<file path="src/rtl/rf_spi_pkg.sv">
// rtl/rf_spi_pkg.sv - shared types, constants and command decode helpers for the RF SPI responder
package rf_spi_pkg;

  localparam int             DEF_ADDR_W       = 10;
  localparam logic [9:0]     DEF_INTSTAT_ADDR = 10'h031;

  localparam int SHORT_CMD_BITS = 8;
  localparam int LONG_CMD_BITS  = 16;
  localparam int DATA_BITS      = 8;

  typedef enum logic {
    SHORT,
    LONG
  } access_t;

  typedef enum logic [2:0] {
    IDLE,
    CMD,
    LADDR,
    DATA_WR,
    DATA_RD,
    DONE
  } state_t;

  // Register address carried by the final address byte; hi is the long-form upper field.
  function automatic logic [DEF_ADDR_W-1:0] decode_addr(access_t acc, logic [6:0] hi,
                                                        logic [7:0] b);
    if (acc == SHORT) return {4'b0000, b[6:1]};
    return {hi, b[7:5]};
  endfunction

  // Write flag sits in bit 0 of a short command and bit 4 of the long second byte.
  function automatic logic decode_write(access_t acc, logic [7:0] b);
    return (acc == SHORT) ? b[0] : b[4];
  endfunction

endpackage

</file>
<file path="src/rtl/rf_spi_responder_if.sv">
// rtl/rf_spi_responder_if.sv - SPI pins, register-file port and interrupt lines of the responder
interface rf_spi_responder_if #(
  parameter int ADDR_W = 10
);
  logic              cs;
  logic              sck;
  logic              sdi;
  logic              sdo;
  logic              sdo_oe;
  logic [ADDR_W-1:0] reg_addr;
  logic              reg_wr;
  logic [7:0]        reg_wdata;
  logic              reg_rd;
  logic [7:0]        reg_rdata;
  logic              irq_req;
  logic              intr_n;

  modport slave (
    input  cs, sck, sdi, reg_rdata, irq_req,
    output sdo, sdo_oe, reg_addr, reg_wr, reg_wdata, reg_rd, intr_n
  );

  modport master (
    output cs, sck, sdi, reg_rdata, irq_req,
    input  sdo, sdo_oe, reg_addr, reg_wr, reg_wdata, reg_rd, intr_n
  );
endinterface

</file>
<file path="src/rtl/spi_pin_sync.sv">
// rtl/spi_pin_sync.sv - SPI pin synchronizer and sck edge detector
module spi_pin_sync #(
  parameter int SYNC_STAGES = 2
) (
  input  logic clk,
  input  logic rst,
  input  logic cs,
  input  logic sck,
  input  logic sdi,
  output logic cs_s,
  output logic sdi_s,
  output logic sck_rise,
  output logic sck_fall
);

  logic [SYNC_STAGES-1:0] cs_sync;
  logic [SYNC_STAGES-1:0] sck_sync;
  logic [SYNC_STAGES-1:0] sdi_sync;
  logic                   sck_d;

  // Shift the raw pins through the synchronizer chains; cs idles deasserted (high).
  always_ff @(posedge clk) begin
    if (rst) begin
      cs_sync  <= '1;
      sck_sync <= '0;
      sdi_sync <= '0;
      sck_d    <= 1'b0;
    end else begin
      cs_sync  <= {cs_sync[SYNC_STAGES-2:0], cs};
      sck_sync <= {sck_sync[SYNC_STAGES-2:0], sck};
      sdi_sync <= {sdi_sync[SYNC_STAGES-2:0], sdi};
      sck_d    <= sck_sync[SYNC_STAGES-1];
    end
  end

  assign cs_s     = cs_sync[SYNC_STAGES-1];
  assign sdi_s    = sdi_sync[SYNC_STAGES-1];
  assign sck_rise = sck_sync[SYNC_STAGES-1] & ~sck_d;
  assign sck_fall = ~sck_sync[SYNC_STAGES-1] & sck_d;

endmodule

</file>
<file path="src/rtl/rf_spi_responder.sv">
// rtl/rf_spi_responder.sv - SPI slave model of the RF transceiver host register interface
module rf_spi_responder
  import rf_spi_pkg::*;
#(
  parameter int                ADDR_W       = DEF_ADDR_W,
  parameter logic [ADDR_W-1:0] INTSTAT_ADDR = ADDR_W'(DEF_INTSTAT_ADDR),
  parameter int                SYNC_STAGES  = 2
) (
  input logic               clk,
  input logic               rst,
  rf_spi_responder_if.slave bus
);

  logic cs_s, sdi_s, sck_rise, sck_fall;

  state_t            state_q, state_d;
  logic [7:0]        cnt_q;
  logic [7:0]        shift_q;
  logic [6:0]        addr_hi_q;
  logic [7:0]        tx_q;
  logic              rd_cap_q;
  logic              wr_pend_q;
  logic              pending_q;
  logic              sdo_q, sdo_oe_q;
  logic              reg_rd_q, reg_wr_q;
  logic [ADDR_W-1:0] reg_addr_q;
  logic [7:0]        reg_wdata_q;

  logic [7:0] in_byte;
  logic [7:0] tx_src;
  logic       cmd_last, laddr_last, data_last, rd_end;

  spi_pin_sync #(.SYNC_STAGES(SYNC_STAGES)) u_pin_sync (
    .clk      (clk),
    .rst      (rst),
    .cs       (bus.cs),
    .sck      (bus.sck),
    .sdi      (bus.sdi),
    .cs_s     (cs_s),
    .sdi_s    (sdi_s),
    .sck_rise (sck_rise),
    .sck_fall (sck_fall)
  );

  // The byte completing on this rising edge, including the bit being sampled now.
  assign in_byte    = {shift_q[6:0], sdi_s};
  assign cmd_last   = sck_rise && (cnt_q == 8'(SHORT_CMD_BITS - 1));
  assign laddr_last = sck_rise && (cnt_q == 8'(LONG_CMD_BITS - SHORT_CMD_BITS - 1));
  assign data_last  = sck_rise && (cnt_q == 8'(DATA_BITS - 1));
  assign rd_end     = sck_fall && (cnt_q == 8'(DATA_BITS));
  // The first falling edge can land in the cycle read data arrives, so bypass the capture flop.
  assign tx_src     = rd_cap_q ? bus.reg_rdata : tx_q;

  // State register.
  always_ff @(posedge clk) begin
    if (rst) state_q <= IDLE;
    else     state_q <= state_d;
  end

  // Next-state decode; a deasserted cs forces IDLE from any state.
  always_comb begin
    state_d = state_q;
    case (state_q)
      IDLE:    if (!cs_s) state_d = CMD;
      CMD: begin
        if (cmd_last) begin
          if (in_byte[7])                    state_d = LADDR;
          else if (decode_write(SHORT, in_byte)) state_d = DATA_WR;
          else                               state_d = DATA_RD;
        end
      end
      LADDR:   if (laddr_last) state_d = decode_write(LONG, in_byte) ? DATA_WR : DATA_RD;
      DATA_WR: if (data_last) state_d = DONE;
      DATA_RD: if (rd_end) state_d = DONE;
      DONE:    state_d = DONE;
      default: state_d = IDLE;
    endcase
    if (cs_s) state_d = IDLE;
  end

  // Bit counting, shifting, address/data capture and register-port strobes.
  always_ff @(posedge clk) begin
    if (rst) begin
      cnt_q       <= '0;
      shift_q     <= '0;
      addr_hi_q   <= '0;
      tx_q        <= '0;
      rd_cap_q    <= 1'b0;
      wr_pend_q   <= 1'b0;
      reg_rd_q    <= 1'b0;
      reg_wr_q    <= 1'b0;
      reg_addr_q  <= '0;
      reg_wdata_q <= '0;
    end else begin
      reg_rd_q  <= 1'b0;
      wr_pend_q <= 1'b0;
      reg_wr_q  <= wr_pend_q;
      rd_cap_q  <= reg_rd_q;
      if (rd_cap_q) tx_q <= bus.reg_rdata;

      if (state_d != state_q)
        cnt_q <= '0;
      else if ((sck_rise && (state_q inside {CMD, LADDR, DATA_WR})) ||
               (sck_fall && state_q == DATA_RD && cnt_q < 8'(DATA_BITS)))
        cnt_q <= cnt_q + 8'd1;

      if (sck_rise && (state_q inside {CMD, LADDR, DATA_WR})) shift_q <= in_byte;

      if (!cs_s) begin
        case (state_q)
          CMD: begin
            if (cmd_last) begin
              if (in_byte[7]) begin
                addr_hi_q <= in_byte[6:0];
              end else begin
                reg_addr_q <= ADDR_W'(decode_addr(SHORT, 7'd0, in_byte));
                reg_rd_q   <= ~decode_write(SHORT, in_byte);
              end
            end
          end
          LADDR: begin
            if (laddr_last) begin
              reg_addr_q <= ADDR_W'(decode_addr(LONG, addr_hi_q, in_byte));
              reg_rd_q   <= ~decode_write(LONG, in_byte);
            end
          end
          DATA_WR: begin
            if (data_last) begin
              reg_wdata_q <= in_byte;
              wr_pend_q   <= 1'b1;
            end
          end
          default: ;
        endcase
      end
    end
  end

  // Read data goes out MSB first on falling edges; the driver releases on the ninth fall or cs rise.
  always_ff @(posedge clk) begin
    if (rst || state_d == IDLE) begin
      sdo_q    <= 1'b0;
      sdo_oe_q <= 1'b0;
    end else if (state_q == DATA_RD && sck_fall) begin
      if (cnt_q < 8'(DATA_BITS)) begin
        sdo_q    <= tx_src[3'd7 - cnt_q[2:0]];
        sdo_oe_q <= 1'b1;
      end else begin
        sdo_q    <= 1'b0;
        sdo_oe_q <= 1'b0;
      end
    end
  end

  // Pending interrupt: set by irq_req, cleared by a read of the status register; set wins.
  always_ff @(posedge clk) begin
    if (rst) pending_q <= 1'b0;
    else     pending_q <= bus.irq_req |
                          (pending_q & ~(reg_rd_q && reg_addr_q == INTSTAT_ADDR));
  end

  assign bus.sdo       = sdo_q;
  assign bus.sdo_oe    = sdo_oe_q;
  assign bus.reg_addr  = reg_addr_q;
  assign bus.reg_wr    = reg_wr_q;
  assign bus.reg_wdata = reg_wdata_q;
  assign bus.reg_rd    = reg_rd_q;
  assign bus.intr_n    = ~pending_q;

endmodule

</file>
<file path="src/flat_wrapper.sv">
// flat-port wrapper written by rule: the top's interface ports become plain ports
module rf_spi_responder_flat import rf_spi_pkg::*;
#(
  parameter int                ADDR_W       = DEF_ADDR_W,
  parameter logic [ADDR_W-1:0] INTSTAT_ADDR = ADDR_W'(DEF_INTSTAT_ADDR),
  parameter int                SYNC_STAGES  = 2
)
  (clk, rst, bus_cs, bus_sck, bus_sdi, bus_reg_rdata, bus_irq_req, bus_sdo, bus_sdo_oe, bus_reg_addr, bus_reg_wr, bus_reg_wdata, bus_reg_rd, bus_intr_n);
  rf_spi_responder_if #(.ADDR_W(ADDR_W)) bus_i ();
  input logic clk;
  input logic rst;
  input wire logic [$bits(bus_i.cs)-1:0] bus_cs;
  input wire logic [$bits(bus_i.sck)-1:0] bus_sck;
  input wire logic [$bits(bus_i.sdi)-1:0] bus_sdi;
  input wire logic [$bits(bus_i.reg_rdata)-1:0] bus_reg_rdata;
  input wire logic [$bits(bus_i.irq_req)-1:0] bus_irq_req;
  output wire logic [$bits(bus_i.sdo)-1:0] bus_sdo;
  output wire logic [$bits(bus_i.sdo_oe)-1:0] bus_sdo_oe;
  output wire logic [$bits(bus_i.reg_addr)-1:0] bus_reg_addr;
  output wire logic [$bits(bus_i.reg_wr)-1:0] bus_reg_wr;
  output wire logic [$bits(bus_i.reg_wdata)-1:0] bus_reg_wdata;
  output wire logic [$bits(bus_i.reg_rd)-1:0] bus_reg_rd;
  output wire logic [$bits(bus_i.intr_n)-1:0] bus_intr_n;
  assign bus_i.cs = bus_cs;
  assign bus_i.sck = bus_sck;
  assign bus_i.sdi = bus_sdi;
  assign bus_i.reg_rdata = bus_reg_rdata;
  assign bus_i.irq_req = bus_irq_req;
  assign bus_sdo = bus_i.sdo;
  assign bus_sdo_oe = bus_i.sdo_oe;
  assign bus_reg_addr = bus_i.reg_addr;
  assign bus_reg_wr = bus_i.reg_wr;
  assign bus_reg_wdata = bus_i.reg_wdata;
  assign bus_reg_rd = bus_i.reg_rd;
  assign bus_intr_n = bus_i.intr_n;
  rf_spi_responder #(.ADDR_W(ADDR_W), .INTSTAT_ADDR(INTSTAT_ADDR), .SYNC_STAGES(SYNC_STAGES)) u_core (.clk(clk), .rst(rst), .bus(bus_i));
endmodule
</file>
<file path="config.mk">
export PLATFORM = sky130hd
export DESIGN_NAME = rf_spi_responder_flat
export DESIGN_NICKNAME = d
export VERILOG_FILES = /design/src/rtl/rf_spi_pkg.sv /design/src/rtl/rf_spi_responder_if.sv /design/src/rtl/spi_pin_sync.sv /design/src/rtl/rf_spi_responder.sv /design/src/flat_wrapper.sv
export SDC_FILE = /design/constraint.sdc
export NUM_CORES = 1
export LEC_CHECK = 0
export ABC_CLOCK_PERIOD_IN_PS = 2720
export CORE_MARGIN = 3
export CORE_UTILIZATION = 54
export DETAILED_ROUTE_END_ITERATION = 16
export PLACE_DENSITY = 0.81
export SYNTH_ARGS = -nofsm -noshare
export SYNTH_HDL_FRONTEND = slang
export SYNTH_SLANG_ARGS = --single-unit
</file>
<file path="constraint.sdc">
create_clock -name clk -period 2.72 [get_ports clk]
set_input_delay 0.544 -clock clk [delete_from_list [all_inputs] [get_ports clk]]
set_output_delay 0.544 -clock clk [all_outputs]
set_load 0.02 [all_outputs]
</file>
==> PnR_summary.wiki, run 1 <==
{| class="wikitable"
! Metric !! Value
|-
| Starting DRT DRC Count || 120
|-
| Number of buffers created by CTS || 9
|-
| Result of the run || finished, final reports clean
|-
| Max-cap violations || 0
|-
| Cell count after synthesis || 316
|-
| Cell area after synthesis || 0.00272 mm²
|-
| Die ar. || 0.00592 mm²
|-
| Setup repair after global routing missed its margin || no
|-
| Power density over the cells || 524 mW/mm²
|-
| Core Region || 0.00479 mm²
|-
| Final instance area || 0.00327 mm²
|-
| Drt drc || 0
|-
| Worst Setup Path Type || reg -> reg
|-
| CP max stage delay || 0.51 ns
|-
| Via/cell ratio || 5.37
|-
| Count of fill cells added during filler insertion || 401
|-
| Worst Setup Start Kind || flop
|-
| Capture point of the worst reg-to-reg path || u_core.cnt_q[3]
|-
| Final period util || 83.1%
|-
| # diodes || 0
|-
| Post-synth cell types || 45
|-
| TNS Setup || 0 ns
|-
| Wirelength, routed || 5650 µm
|-
| Relative max-transition margin || 61.6%
|-
| Cell area after placement || 0.00311 mm²
|-
| Cells along the critical path || ha_1 > nand4b_1 > nor4_4 > or3b_1 > nand3_2 > a311oi_1
|-
| Vias post-DR || 2240
|-
| Net count after synthesis || 331
|-
| Total count of hold-check failures in the final report || 0
|-
| Maximum root-to-sink buffer count || 2
|-
| Syn_area_per_cell || 8.60 µm²
|-
| Proportion of register bits with asynchronous set or reset after synthesis || 0%
|-
| DR WL/cell || 13.6 µm
|-
| Post-synth EDFFs || 0
|-
| Number of buffers and inverters on the critical path || 0
|-
| Site row count || 25
|-
| Maximum clock frequency || 442 MHz
|-
| Largest net degree at the start of global routing || 40
|-
| Global placement routability congestion || 0.835
|-
| Kind of path behind the tightest hold check || reg -> reg
|-
| Buffer cell driving the clock tree root || sky130_fd_sc_hd__clkbuf_8
|-
| Levels on crit path || 6
|-
| Standby leakage power || 1.14 nW
|-
| Crit-path leading delay family || simple AND/OR/NAND/NOR gates
|-
| Number of antenna violations at the first check in global routing || 0
|-
| Detail Route Antenna Nets || 0
|-
| Clock transition at the registers of the reported paths || 0.06 ns
|-
| CP Capture Type || flop
|-
| Number of synthesized register bits || 65
|-
| Sequential cell area fraction in the yosys report || 47.9%
|-
| GRT Residual Overflow || 0
|-
| Highest-delay cell along the critical path || sky130_fd_sc_hd__nor4_4
|-
| Critical path launch point || u_core.cnt_q[1]
|-
| Detailed-router iteration count before antenna repair || 4
|-
| CTS tree || yes
|-
| Arrival time reported for the critical path endpoint || 2.46 ns
|-
| Half-perimeter wire length after placement || 3960 µm
|-
| Setup repair bufs after CTS || 0
|-
| Hold_sp || u_core.u_pin_sync.cs_sync[0]
|-
| Floorplan die height || 76.9 µm
|-
| Number of top-level pins || 37
|-
| Clk_lat worst skew || 0.34 ns
|-
| GRT Total Usage || 20.3%
|-
| Number of sinks on the clock net || 65
|-
| Count of H-tree levels built during CTS || 3
|-
| Length in cells of the worst reg-to-reg path || 6
|-
| Synth-to-layout area growth || 20.4%
|-
| Register area || 0.00130 mm²
|-
| Combined area of the multi-input logic cells || 0.00131 mm²
|-
| Number of global-route vias before repair || 2099
|-
| Predominant post-synthesis flop cell || sky130_fd_sc_hd__dfxtp_1
|-
| Number of slew-limit violations in the final report || 0
|-
| Final #Nets || 362
|-
| Setup slack of the most critical reg-to-reg path || 0.46 ns
|-
| Layout cells sized above 1 || 9.71%
|-
| Final setup violation count || 0
|-
| R2R Path Start || u_core.cnt_q[1]
|-
| Count of synthesis-stage warnings from yosys || 0
|-
| Final Critical Period || 2.26 ns
|-
| Endpoint with the worst hold slack || u_core.u_pin_sync.cs_sync[1]
|-
| Largest driver fanout on the critical path || 10
|-
| Hold Buf Count CTS || 0
|-
| First-pass GRT wire length || 9570 µm
|-
| Effective utilization at floorplan || 56.8%
|-
| Crit path required time || 2.92 ns
|-
| Worst Clk Skew || 0.00645 ns
|-
| # resized after CTS || 0
|-
| Transition time of the tightest slew-check pin || 0.575 ns
|-
| IR Drop Worst-Case VDD || 0.300 mV
|-
| Worst Hold Depth || 1
|-
| PortBufs || 36
|-
| Chip Width || 76.9 µm
|}
==> cells in the final DEF (no fill, tap or decap), drive strengths merged, types with 3 or more instances in the layout <==
master,synthesis,layout
a21oi,33,33
and3,4,4
buf,5,5
clkbuf,15,14
clkdlybuf4s50,0,35
dfxtp,65,65
inv,7,7
mux2,6,6
mux2i,18,18
nand2,54,54
nand2b,3,3
nand3,10,10
nand4,3,3
nor2,31,31
nor2b,10,10
nor3,5,5
nor4,3,3
nor4b,3,3
o21ai,7,7
or2,5,5
or3b,3,3
xnor2,3,3
xor2,3,3
==> synth_stat cells (2+ instances only) <==
master                     instances  area [µm²]
sky130_fd_sc_hd__dfxtp_1          65        1300
sky130_fd_sc_hd__nand2_1          54         203
sky130_fd_sc_hd__a21oi_1          33         165
sky130_fd_sc_hd__nor2_1           31         116
sky130_fd_sc_hd__mux2i_1          18         180
sky130_fd_sc_hd__clkbuf_1         15        56.3
sky130_fd_sc_hd__nor2b_1          10        62.6
sky130_fd_sc_hd__nand3_1           9        45.0
sky130_fd_sc_hd__inv_1             7        26.3
sky130_fd_sc_hd__mux2_2            6        67.6
sky130_fd_sc_hd__o21ai_0           6        30.0
sky130_fd_sc_hd__nor3_1            5        25.0
sky130_fd_sc_hd__or2_2             5        31.3
sky130_fd_sc_hd__and3_1            4        25.0
sky130_fd_sc_hd__buf_2             3        15.0
sky130_fd_sc_hd__nand2b_1          3        18.8
sky130_fd_sc_hd__nand4_1           3        18.8
sky130_fd_sc_hd__nor4b_1           3        26.3
sky130_fd_sc_hd__xnor2_1           3        26.3
sky130_fd_sc_hd__xor2_1            3        26.3
sky130_fd_sc_hd__buf_1             2        7.51
sky130_fd_sc_hd__nor4_1            2        12.5
sky130_fd_sc_hd__or3_1             2        12.5
sky130_fd_sc_hd__or3b_2            2        17.5
sky130_fd_sc_hd__or4b_2            2        20.0
==> report_power, final <==
part	switching [mW]	internal, mW
logic	0.0252	0.0263
registers	0.00546	0.958
clock network	0.329	0.372
==> cells by family (layout without fill, tap and decap cells) <==
logic type	after synthesis	after routing	synth area share (%)
adder cells (fa/ha/maj)	1	1	0.460
buffers and inverters	27	61	3.87
AND/OR/NAND/NOR	143	143	26.3
AO/OA/AOI/OAI	50	50	10.4
multiplexers	24	24	9.12
XOR/XNOR	6	6	1.93
flip-flops	65	65	47.9
==> per-layer routing <==
metal / track usage, % / share of wire, %
met5: 0 / 0
met4: 10.7 / 1.5
met1: 25.2 / 43
met3: 4.34 / 5.8
met2: 32.8 / 50
==> sequential cells by signal, indices dropped and copies added (netlist names), 2 cells and up <==
register                    count
u_core.cnt_q                    8
u_core.u_pin_sync.sck_sync      2
u_core.u_pin_sync.cs_sync       2
u_core.shift_q                  7
u_core.tx_q                     8
u_core.u_pin_sync.sdi_sync      2
u_core.bus.reg_addr            10
u_core.state_q                  3
u_core.bus.reg_wdata            8
u_core.addr_hi_q                7
==> worst max path at each step <==
stage                      end  slack [ns]
2_1_floorplan  u_core.cnt_q[3]        0.73
3_3_place_gp   u_core.cnt_q[3]        0.58
3_5_place_dp   u_core.cnt_q[3]        0.49
4_1_cts        u_core.cnt_q[3]        0.46
5_1_grt        u_core.cnt_q[3]        0.29
6_report       u_core.cnt_q[3]        0.46
==> worst reg2reg max path: cells and delay by family, from the launching register on <==
family | cells | cell delay, ns
AO/OA/AOI/OAI | 1 | 0.06
adder cells (fa/ha/maj) | 1 | 0.26
flip-flops | 1 | 0.48
AND/OR/NAND/NOR | 4 | 1.33
==> per-stage QoR <==
stage / std cells / util, % / setup WS (ns) / hold WS, ns / total power, mW
floorplan: 316 / - / 0.732 / 0.389 / 1.01
global placement: 403 / 64.9 / 0.585 / 0.396 / 1.04
detailed placement: 403 / 64.9 / 0.492 / 0.397 / 1.04
CTS: 417 / 68.3 / 0.463 / 0.411 / 1.72
global route: 417 / 68.3 / 0.289 / 0.423 / 1.77
finish: 417 / 68.3 / 0.459 / 0.408 / 1.72
==> cell type report <==
| type | count | area share, % |
|---|---|---|
| repair buffers | 40 | 11.8 |
| clock buffers | 14 | 4.97 |
| inverters | 7 | 0.803 |
| multi-input cells | 224 | 40.1 |
| flip-flops and latches | 65 | 39.8 |
| well taps | 67 | 2.56 |
(Power assumes the default switching activity.)
==> run 2, diff against run 1 <==
ABC_CLOCK_PERIOD_IN_PS = 1920   (was 2720)
CORE_UTILIZATION = 49   (was 54)
PLACE_DENSITY = 0.77   (was 0.81)
clock period = 1.92 ns   (was 2.72 ns; I/O delays follow)
==> run 2 against run 1 <==
  * Clock power grew 63%
  * Global-route usage grew 0.22 points
  * Register-to-register slack lost 0.44 ns
  * Via count grew 4.5%
  * Final cell count grew 5.8%
  * Sequential power grew 41%
  * Clock skew grew 0.0026 ns
  * Die area grew 9.4%
  * Design area grew 7.5%
  * Critical endpoint unchanged
==> PnR_summary.wiki, run 2 (same netlist as run 1, synthesis figures left out) <==
{| class="wikitable"
! Metric !! Value
|-
| Endpoint with the worst hold slack || u_core.tx_q[1]
|-
| Setup repair after global routing missed its margin || yes
|-
| Number of buffers created by CTS || 9
|-
| Number of antenna violations at the first check in global routing || 0
|-
| Detailed-router iteration count before antenna repair || 4
|-
| PortBufs || 36
|-
| Clock transition at the registers of the reported paths || 0.06 ns
|-
| Detail Route Antenna Nets || 0
|-
| Worst Setup Path Type || reg -> reg
|-
| Number of top-level pins || 37
|-
| R2R Path Start || u_core.cnt_q[5]
|-
| Hold Buf Count CTS || 0
|-
| DR WL/cell || 13.9 µm
|-
| Worst Setup Start Kind || flop
|-
| Final setup violation count || 0
|-
| Starting DRT DRC Count || 116
|-
| Chip Width || 80.5 µm
|-
| Number of slew-limit violations in the final report || 0
|-
| Final period util || 98.9%
|-
| Highest metal used || met4
|-
| Wirelength, routed || 6110 µm
|-
| Site row count || 26
|-
| Worst Hold Depth || 2
|-
| Number of global-route vias before repair || 2349
|-
| Floorplan die height || 80.5 µm
|-
| Die ar. || 0.00648 mm²
|-
| Final Critical Period || 1.90 ns
|-
| Met2 wire len || 3140 µm
|-
| Via/cell ratio || 5.31
|-
| TNS Setup || 0 ns
|-
| Arrival time reported for the critical path endpoint || 2.11 ns
|-
| Buffer cell driving the clock tree root || sky130_fd_sc_hd__clkbuf_8
|-
| Number of sinks on the clock net || 65
|-
| Global placement routability congestion || 0.815
|-
| Relative max-transition margin || 72.4%
|-
| Crit path required time || 2.14 ns
|-
| Cells along the critical path || or4_4 > nor4_4 > or3b_4 > nand3_4 > a311oi_1
|-
| Wire length the detailed router placed on met1 || 2660 µm
|-
| Clk_lat worst skew || 0.34 ns
|-
| Highest-delay cell along the critical path || sky130_fd_sc_hd__or4_4
|-
| Core Region || 0.00524 mm²
|-
| # diodes || 0
|-
| Largest driver fanout on the critical path || 8
|-
| Length in cells of the worst reg-to-reg path || 5
|-
| GRT Total Usage || 20.5%
|-
| First-pass GRT wire length || 10300 µm
|-
| Layout cells sized above 1 || 17.8%
|-
| GRT Residual Overflow || 0
|-
| Effective utilization at floorplan || 51.9%
|-
| Worst Clk Skew || 0.00909 ns
|-
| Most frequent standard cell in the layout excluding fill and tap cells || sky130_fd_sc_hd__dfxtp_1
|-
| Transition time of the tightest slew-check pin || 0.411 ns
|-
| Crit-path leading delay family || simple AND/OR/NAND/NOR gates
|-
| Number of buffers and inverters on the critical path || 0
|-
| Critical path launch point || u_core.cnt_q[5]
|-
| Setup slack of the most critical reg-to-reg path || 0.02 ns
|-
| Result of the run || finished, final reports clean
|-
| CTS tree || yes
|-
| Most used cells in the layout excluding fill and tap cells || 64 x sky130_fd_sc_hd__dfxtp_1, 54 x sky130_fd_sc_hd__nand2_1, 35 x sky130_fd_sc_hd__clkdlybuf4s50_1
|-
| Kind of path behind the tightest hold check || in -> reg
|-
| Maximum root-to-sink buffer count || 2
|-
| PnR Total Power || 2.58 mW
|-
| Largest net degree at the start of global routing || 26
|-
| Total count of hold-check failures in the final report || 0
|-
| Half-perimeter wire length after placement || 4270 µm
|-
| Vias post-DR || 2341
|-
| Count of H-tree levels built during CTS || 3
|-
| Final #Nets || 382
|-
| Wire length on met3 || 228 µm
|-
| Max-cap violations || 0
|-
| CP Capture Type || flop
|-
| IR Drop Worst-Case VDD || 0.711 mV
|-
| Synth-to-layout area growth || 29.3%
|-
| Flip-flop count of the largest register after layout || 10
|-
| Capture point of the worst reg-to-reg path || u_core.cnt_q[3]
|-
| CP max stage delay || 0.57 ns
|-
| Hold_sp || rst
|-
| Maximum clock frequency || 527 MHz
|-
| Drt drc || 0
|-
| Power density over the cells || 735 mW/mm²
|-
| Standby leakage power || 1.27 nW
|}
[run 2: power breakdown]
part           switching (mW)  total [mW]  internal (mW)
Clock                   0.478        1.14          0.659
Sequential            0.00606        1.36           1.36
Combinational          0.0411      0.0830         0.0419
Total                   0.525        2.58           2.06
[run 2: stage by stage]
step                      hold slack (ns)  instance area, µm²  cells  utilization (%)  worst slack [ns]
after floorplan                     0.389                2720    316                -           -0.0676
after global placement              0.397                3250    425             62.1           0.00612
after detailed placement            0.407                3250    425             62.1           -0.0564
after CTS                           0.383                3460    440             66.0           0.00756
after global routing                0.386                3510    441             67.1           -0.0416
final                               0.396                3510    441             67.1            0.0211
[run 2: worst max-delay path by stage]
stage                                    to  slack [ns]  cells past startpoint
floorplan                   u_core.cnt_q[3]       -0.07                      6
global placement    u_core.bus.reg_wdata[7]       0.006                      6
detailed placement  u_core.bus.reg_wdata[0]       -0.06                      6
CTS                 u_core.bus.reg_wdata[3]       0.008                      6
global route                u_core.cnt_q[3]       -0.04                      5
finish                      u_core.cnt_q[3]        0.02                      5
[run 2: what timing repair did]
action	4_1_cts	5_1_grt
buffers inserted	0	1
setup endpoints to repair	10	34
gates resized for setup	3	13
pin swaps	0	4
[run 2: metal layers]
layer  vias up  GRT usage, %
li1       1177             -
met1      1106          23.8
met2        49          35.0
met3         9          5.94
met4         0          8.61
met5         -             0
[run 2: cell type report]
cell class	count	area [µm²]
Timing Repair Buffer	60	539
Inverter	7	26.3
Multi-Input combinational cell	224	1360
Fill cell	447	1720
Tap cell	70	87.6
Clock buffer	12	155
Clock inverter	3	40.0
Sequential cell	65	1300
